**config.mk**
```make
export PLATFORM = sky130hd
export DESIGN_NAME = stream_arbiter_mux
export DESIGN_NICKNAME = d
export VERILOG_FILES = /design/src/rtl/stream_arbiter_mux.sv
export SDC_FILE = /design/constraint.sdc
export NUM_CORES = 1
export LEC_CHECK = 0
export ABC_CLOCK_PERIOD_IN_PS = 3300
export BUFFER_PORTS_ARGS = -buffer_cell sky130_fd_sc_hd__buf_2
export CORE_ASPECT_RATIO = 0.6
export CORE_MARGIN = 1.5
export CORE_UTILIZATION = 45
export CTS_CLUSTER_DIAMETER = 150
export DETAILED_ROUTE_END_ITERATION = 10
export HOLD_SLACK_MARGIN = 0.15
export PLACE_DENSITY = 0.86
export RECOVER_POWER = 50
export SETUP_SLACK_MARGIN = 0.15
export SLEW_MARGIN = 20
export SYNTH_ARGS = -nofsm -noshare
export SYNTH_HDL_FRONTEND = slang
export SYNTH_SLANG_ARGS = --single-unit
```
**constraint.sdc**
```tcl
create_clock -name i_clk -period 3.3 [get_ports i_clk]
set_input_delay 0.495 -clock i_clk [delete_from_list [all_inputs] [get_ports i_clk]]
set_output_delay 0.495 -clock i_clk [all_outputs]
set_load 0.02 [all_outputs]
```
**src/rtl/stream_arbiter_mux.sv**
```systemverilog
// Round-robin packet arbiter muxing CHANNELS valid/ready streams into one
// registered output stream; a granted channel holds the output until its last beat.
module stream_arbiter_mux #(
  parameter int unsigned WIDTH    = 32,
  parameter int unsigned CHANNELS = 4,
  localparam int unsigned SELW    = (CHANNELS > 1) ? $clog2(CHANNELS) : 1
) (
  input  logic                      i_clk,
  input  logic                      i_rst_n,
  input  logic [CHANNELS*WIDTH-1:0] i_data,
  input  logic [CHANNELS-1:0]       i_valid,
  input  logic [CHANNELS-1:0]       i_last,
  output logic [CHANNELS-1:0]       o_ready,
  output logic [WIDTH-1:0]          o_data,
  output logic                      o_valid,
  output logic                      o_last,
  output logic [SELW-1:0]           o_channel,
  input  logic                      i_ready
);

  typedef enum logic {
    ST_IDLE   = 1'b0,
    ST_LOCKED = 1'b1
  } state_e;

  state_e            state_q, state_d;
  logic [SELW-1:0]   lock_q, lock_d;
  logic [SELW-1:0]   ptr_q, ptr_d;
  logic [WIDTH-1:0]  data_q, data_d;
  logic              last_q, last_d;
  logic              valid_q, valid_d;
  logic [SELW-1:0]   chan_q, chan_d;

  logic              load_en;
  logic              rr_found;
  logic [SELW-1:0]   rr_idx;
  logic [SELW-1:0]   cand_idx;
  int unsigned       cand;
  logic [SELW-1:0]   grant_idx;
  logic              grant_vld;
  logic [CHANNELS-1:0] grant_oh;
  logic [WIDTH-1:0]  sel_data;
  logic              sel_last;
  logic              xfer;

  assign load_en = !valid_q || i_ready;

  // Round-robin search starting one past the last packet-completing channel
  always_comb begin
    rr_found = 1'b0;
    rr_idx   = ptr_q;
    cand     = 0;
    cand_idx = '0;
    for (int unsigned i = 1; i <= CHANNELS; i++) begin
      cand = 32'(ptr_q) + i;
      if (cand >= CHANNELS) cand = cand - CHANNELS;
      cand_idx = SELW'(cand);
      if (!rr_found && i_valid[cand_idx]) begin
        rr_found = 1'b1;
        rr_idx   = cand_idx;
      end
    end
  end

  // While locked only the owning channel may be granted, even when it idles
  always_comb begin
    grant_idx = rr_idx;
    grant_vld = rr_found;
    if (state_q == ST_LOCKED) begin
      grant_idx = lock_q;
      grant_vld = i_valid[lock_q];
    end
  end

  always_comb begin
    grant_oh = '0;
    sel_data = '0;
    sel_last = 1'b0;
    for (int unsigned k = 0; k < CHANNELS; k++) begin
      grant_oh[k] = grant_vld && (grant_idx == SELW'(k));
      if (grant_oh[k]) begin
        sel_data = i_data[k*WIDTH +: WIDTH];
        sel_last = i_last[k];
      end
    end
  end

  assign xfer    = grant_vld && load_en && i_rst_n;
  assign o_ready = (load_en && i_rst_n) ? grant_oh : '0;

  always_ff @(posedge i_clk or negedge i_rst_n) begin
    if (!i_rst_n) begin
      state_q <= ST_IDLE;
      lock_q  <= '0;
      ptr_q   <= SELW'(CHANNELS - 1);
      data_q  <= '0;
      last_q  <= 1'b0;
      valid_q <= 1'b0;
      chan_q  <= '0;
    end else begin
      state_q <= state_d;
      lock_q  <= lock_d;
      ptr_q   <= ptr_d;
      data_q  <= data_d;
      last_q  <= last_d;
      valid_q <= valid_d;
      chan_q  <= chan_d;
    end
  end

  always_comb begin
    state_d = state_q;
    lock_d  = lock_q;
    ptr_d   = ptr_q;
    data_d  = data_q;
    last_d  = last_q;
    valid_d = valid_q;
    chan_d  = chan_q;

    if (xfer) begin
      data_d  = sel_data;
      last_d  = sel_last;
      chan_d  = grant_idx;
      valid_d = 1'b1;
      if (sel_last) ptr_d = grant_idx;
    end else if (i_ready) begin
      valid_d = 1'b0;
    end

    case (state_q)
      ST_IDLE: begin
        if (xfer && !sel_last) begin
          state_d = ST_LOCKED;
          lock_d  = grant_idx;
        end
      end
      ST_LOCKED: begin
        if (xfer && sel_last) state_d = ST_IDLE;
      end
      default: state_d = ST_IDLE;
    endcase
  end

  assign o_data    = data_q;
  assign o_last    = last_q;
  assign o_valid   = valid_q;
  assign o_channel = chan_q;

endmodule

```
**Yosys cells after proc, flatten, opt, wreduce, memory -nomap -nowiden**

Cells that the tools add are included.

- $add $sub $neg: 8
- Order comparisons: 9
- Eq/ne operators: 3
- Multiplexer cells: 38
- Bitwise logic cells: 1
- Reductions and logical operators: 22

Operator list:

| cell | count |
|---|---|
| two-way mux 32 bit | 4 |
| two-way mux 1 bit | 18 |
| two-way mux 2 bit | 9 |
| < comparator 2 x 3 -> 1 bit, second input constant | 5 |
| logical AND 1 bit | 12 |
| binary-select mux 1 bit (select 2 bit) | 5 |
| greater-or-equal comparator 3 bit, second input constant | 3 |
| subtractor 2 x 1 -> 2 bit, second input constant | 4 |
| adder 2 x 2 -> 3 bit, second input constant | 2 |
| zero test 1 bit | 5 |
| adder 2 x 3 -> 4 bit, second input constant | 1 |
| == test 2 bit, second input constant | 2 |
| greater-or-equal comparator 4 x 3 -> 1 bit, second input constant | 1 |
| two-way mux 4 bit | 1 |
| AND reduction 2 bit | 2 |
| adder 2 x 1 -> 3 bit, second input constant | 1 |
| == test 2 x 1 -> 1 bit, second input constant | 1 |
| zero test 2 bit | 1 |
| case mux 1 bit (2 select lines) | 1 |
| nonzero test 2 bit | 1 |
| logical OR 1 bit | 1 |
| NOT 1 bit | 1 |

- Register bits: 41
- Input port bits: 139
- Output and inout bits: 40
- Word-level logic and storage cells: 88

**Logic depth before layout (Yosys ltp)**

- Word-level depth: 26
- Depth in mapped cells: 9
- Mapped depth without buffers: 6

**Least setup slack after synthesis**

Ideal clock, no wire load.

- Path kind: in2out
- Start: in i_valid[2]
- End: out o_ready[3]
- Arrival time: 2.146 ns
- Data required time: 2.805 ns
- Slack: 0.659 ns
- Stages on the path: 7
- Buffers on the path: 3
- Cells stage by stage: nand2b_1 -> a21oi_1 -> o41ai_2 -> buf_2 -> buf_6 -> buf_2 -> nor4_1

- Cells in the longest elaborated chain, start to end: 16
- Elaborated cells between the ends (all ways): 29
- Classes of those cells: eq/ne (1); mux (21); reduce/logical (7)

Ends and longest elaborated chain:

| what | RTL line | text |
|---|---|---|
| start, declared | 11 | `input logic [CHANNELS-1:0] i_valid,` |
| binary-select mux 1 bit (select 2 bit) | 58 | `if (!rr_found && i_valid[cand_idx]) begin` |
| two-way mux 1 bit (implied by the code) | 58 |  |
| two-way mux 1 bit | 58 |  |
| zero test 1 bit | 58 |  |
| logical AND 1 bit | 58 |  |
| two-way mux 1 bit | 58 |  |
| zero test 1 bit | 58 |  |
| logical AND 1 bit | 58 |  |
| two-way mux 1 bit | 58 |  |
| zero test 1 bit | 58 |  |
| logical AND 1 bit | 58 |  |
| two-way mux 2 bit | 58 |  |
| two-way mux 2 bit | 69 | `if (state_q == ST_LOCKED) begin` |
| == test 2 bit | 80 | `grant_oh[k] = grant_vld && (grant_idx == SELW'(k));` |
| logical AND 1 bit * | 80 |  |
| two-way mux 4 bit * | 89 | `assign o_ready = (load_en && i_rst_n) ? grant_oh : '0;` |
| end, declared | 13 | `output logic [CHANNELS-1:0] o_ready,` |

Mark *: on every way between the ends. The rest lies on a longest branch, timed or not. The select of a mux whose other input is x is not followed.

**Worst setup path after layout**

- Start: reg ptr_q[0]
- End: out o_ready[1]

- Cells in the longest elaborated chain, start to end: 19
- Elaborated cells between the ends (all ways): 43
- Classes of those cells: add/sub (8); order compare (4); eq/ne (1); mux (23); reduce/logical (7)

Ends and longest elaborated chain:

| what | RTL line | text |
|---|---|---|
| start, declared | 28 | `logic [SELW-1:0] ptr_q, ptr_d;` |
| start signal, assigned | 95 | `ptr_q <= SELW'(CHANNELS - 1);` |
| start signal, assigned | 103 | `ptr_q <= ptr_d;` |
| adder 2 x 1 -> 3 bit | 55 | `cand = 32'(ptr_q) + i;` |
| greater-or-equal comparator 3 bit / subtractor 2 x 1 -> 2 bit (equally long branches) | 56 | `if (cand >= CHANNELS) cand = cand - CHANNELS;` |
| two-way mux 2 bit | 56 |  |
| binary-select mux 1 bit (select 2 bit) | 58 |  |
| two-way mux 1 bit (implied by the code) | 58 |  |
| two-way mux 1 bit | 58 |  |
| zero test 1 bit | 58 |  |
| logical AND 1 bit | 58 |  |
| (+3 left out) | -- |  |
| two-way mux 1 bit | 58 |  |
| zero test 1 bit | 58 |  |
| logical AND 1 bit | 58 |  |
| two-way mux 2 bit | 58 |  |
| two-way mux 2 bit | 69 |  |
| == test 2 x 1 -> 1 bit | 80 |  |
| logical AND 1 bit * | 80 |  |
| two-way mux 4 bit * | 89 |  |

Marks and branches as above.

==> summary.md <==
| Metric | Value |
|---|---|
| Worst slew margin | -45.58% |
| Grt total ovfl | 0 |
| # rows | 21 |
| Most frequent cell after synthesis | nand2_1 |
| P per Cell Area | 973.7 nW/um^2 |
| CP arrival | 2.41 ns |
| RSZ-0062 raised after global routing | no |
| Async S/R FF share, synth | 100.0% |
| IO Port Bufs | 178 |
| Final period utilization | 87.97% |
| Post-DP HPWL | 6.839 mm |
| Routed WL | 8.692 mm |
| Vias in the first global route | 2907 |
| Worst Skew | 0.01040 ns |
| Die height | 62.49 um |
| Layout fillers | 519 |
| Leak pwr | 1.803 nW |
| P_sw | 0.001773 W |
| Synth top area share | 36.78% |
| Synth warnings | 0 |
| Max clock buf depth | 2 |
| Core area | 5623 um^2 |
| Final WS setup | 0.3970 ns |
| Critical Path Sink Type | output port |
| Starting density of the core | 47.20% |
| First-pass GRT wire length | 13.70 mm |
| H-tree lvl count | 2 |
| Combinational Power Share | 64.1% |
| Skew-Pair Late Insertion Delay | 0.30 ns |
| Met1 Wirelength | 3.823 mm |
| Ranking of synthesized cells by area | dfrtp_1 37%, mux2i_1 7.2%, mux2_2 6.8%, nand2_1 6.8%, o221ai_1 5.6% |
| Net Sw Frac | 49.23% |
| DIE WIDTH | 102.1 um |
| Worst IR Drop VDD | 392.3 uV |
| First-pass DRT Iterations | 4 |
| Average size of a mapped cell | 9.151 um^2 |
| Setup TNS Final | 0 ns |
| Sequential area share after synthesis | 38.76% |
| Nets | 602 |
| Critical Path Fanout Max | 32 |
| Synthesized area | 2654 um^2 |
| Status | finished with violations |
| Final hold vios | 0 |
| CTS Sinks | 41 |
| Violated checks | max-capacitance violations, max-slew violations |
| Met2 routed wirelength | 4.292 mm |
| Yosys cell types | 45 |
| Share of cells above drive strength 1 | 44.18% |
| Die area | 6382 um^2 |
| Post-CTS sizing | 0 |
| Commonest cells post-synth | 48 x nand2_1, 39 x dfrtp_1, 19 x mux2i_1, 19 x nor2_1 |
| Top_reg_cell synth | dfrtp_1 |
| P&R area growth vs syn | 39.37% |
| Fin area | 3699 um^2 |
| Root Driver | clkbuf_8 |
| Post-synth EDFFs | 0 |
| Fin crit period | 2.903 ns |
| Cell Int Power | 0.001828 W |
| Post-CTS setup buffers | 0 |
| Worst min-delay path class | reg2reg |
| Yosys top cell by area | dfrtp_1 |
| ANT nets after route | 0 |
| Multi-input gate area | 1530 um^2 |
| DR top layer | met4 |
| Worst EP required | 2.80 ns |
| Hold Worst Slack | 0.4825 ns |
| Worst-margin pin slew | 2.184 ns |
| TritonCTS clock tree | done |
| Pins over their slew limit | 42 |
| Number of diodes | 0 |
| Routed length on met3 | 515 um |
| GP Congestion | 0.8898 |
| Synthesis-stage register bit count | 41 |
| Type of origin of the critical path | flip-flop |
| Clock transition at the registers of the reported paths | 0.08 ns |
| Starting DRT DRC Count | 139 |
| IO Pins | 179 |
| WS Path Type | reg2out |
| Total Routing Usage GR | 27.18% |
| Initial antenna violation count | 0 |
| Hold depth | 2 |
| Via density | 5.577 |
| DP Worst Slack | 0.5222 ns |
| Area after DPL | 3632 um^2 |
| Largest net degree at the start of global routing | 42 |
| R2R depth | 6 |
| FF/Latch Area | 1028 um^2 |
| Total vias in the final route | 3034 |
| Mapped Cells | 290 |
| Setup violators final | 0 |
| Routed wire per std cell | 15.98 um |
| Fmax | 0.3445 GHz |
| Flop pwr share | 26.1% |
| # hold bufs at CTS | 0 |
| CTS Buf Count | 5 |
| Syn Nets | 429 |
| Max-cap violations | 1 |
| DRC violations left | 0 |
| Clk network pwr share | 9.8% |
registers in the layout, indices dropped and copies added (netlist names), named ones only:
signal	cells
o_data	32
ptr_q	2
lock_q	2
o_valid	1
o_channel	2
o_last	1
layout by cell type, fill, tap and decap left out, types with 2 or more instances in the layout:
master,instances
buf_2,157
nand2_1,48
dfrtp_1,39
clkbuf_1,22
mux2i_1,19
nor2_1,19
a21oi_1,17
or3_1,17
o21ai_0,17
o221ai_1,17
mux2_2,16
a221oi_1,15
buf_4,9
clkbuf_8,6
nand2b_1,5
o21ai_1,3
a31oi_1,3
inv_1,2
nor2_2,2
o41ai_4,2
nor4_1,2
dfstp_2,2
worst paths after layout:
path	start	endpoint	slack, ns
hold reg to reg	o_last	o_last	0.48
setup / recovery	ptr_q[0]	o_ready[1]	0.40
setup reg to reg	flip-flop	o_data[2]	0.50
min in group asynchronous	i_rst_n	o_data[19]	1.05
hold / removal	o_last	o_last	0.48
max in group asynchronous	i_rst_n	o_data[3]	1.00
layout make-up:
cell class,count,share of cell area (%)
clock buffers,6,2.233
clock inverters,2,0.3721
inverters,2,0.2030
multi-input cells,225,41.37
flip-flops and latches,41,27.81
well taps,80,2.706
repair buffers,188,25.30
layer usage:
| layer | track usage, % | up-vias |
|---|---|---|
| met3 | 4.027 | 7 |
| met4 | 4.281 | 0 |
| li1 | - | 1438 |
| met1 | 38.77 | 1463 |
| met5 | 0 | - |
| met2 | 44.54 | 126 |
power by group through the flow:
stage,combinational [W],sequential (W),clock (W)
after detailed placement,0.00234,0.000940,0
after global placement,0.00228,0.000934,0
after CTS,0.00234,0.000933,0.000359
final,0.00231,0.000940,0.000352
after floorplan,0.00141,0.00118,0
after global routing,0.00250,0.000969,0.000378
cells by family (layout without fill, tap and decap cells):
kind of cell / count (synthesis) / count (layout) / synth area share, %
AOI/OAI and AO/OA: 87 / 87 / 24.33
buffers and inverters: 24 / 198 / 4.290
DFF: 41 / 41 / 38.76
muxes: 36 / 36 / 14.52
and+or+nand+nor: 102 / 102 / 18.11
worst max-delay path: stages (launching register included):
cell	delay [ns]
dfstp_2	0.59
nand2b_2	0.17
nor2_2	0.09
o41ai_4	0.55
buf_4	0.43
nor2_1	0.11
buf_2	0.17
per-stage QoR:
stage | power (W) | instances | utilization, %
5_1_grt | 0.003850 | 544 | 65.78
4_1_cts | 0.003635 | 544 | 66.31
6_report | 0.003601 | 544 | 65.78
2_1_floorplan | 0.002588 | 290 | -
3_3_place_gp | 0.003219 | 536 | 64.60
3_5_place_dp | 0.003276 | 536 | 64.60
No activity file was read; power rests on OpenSTA's default activity.
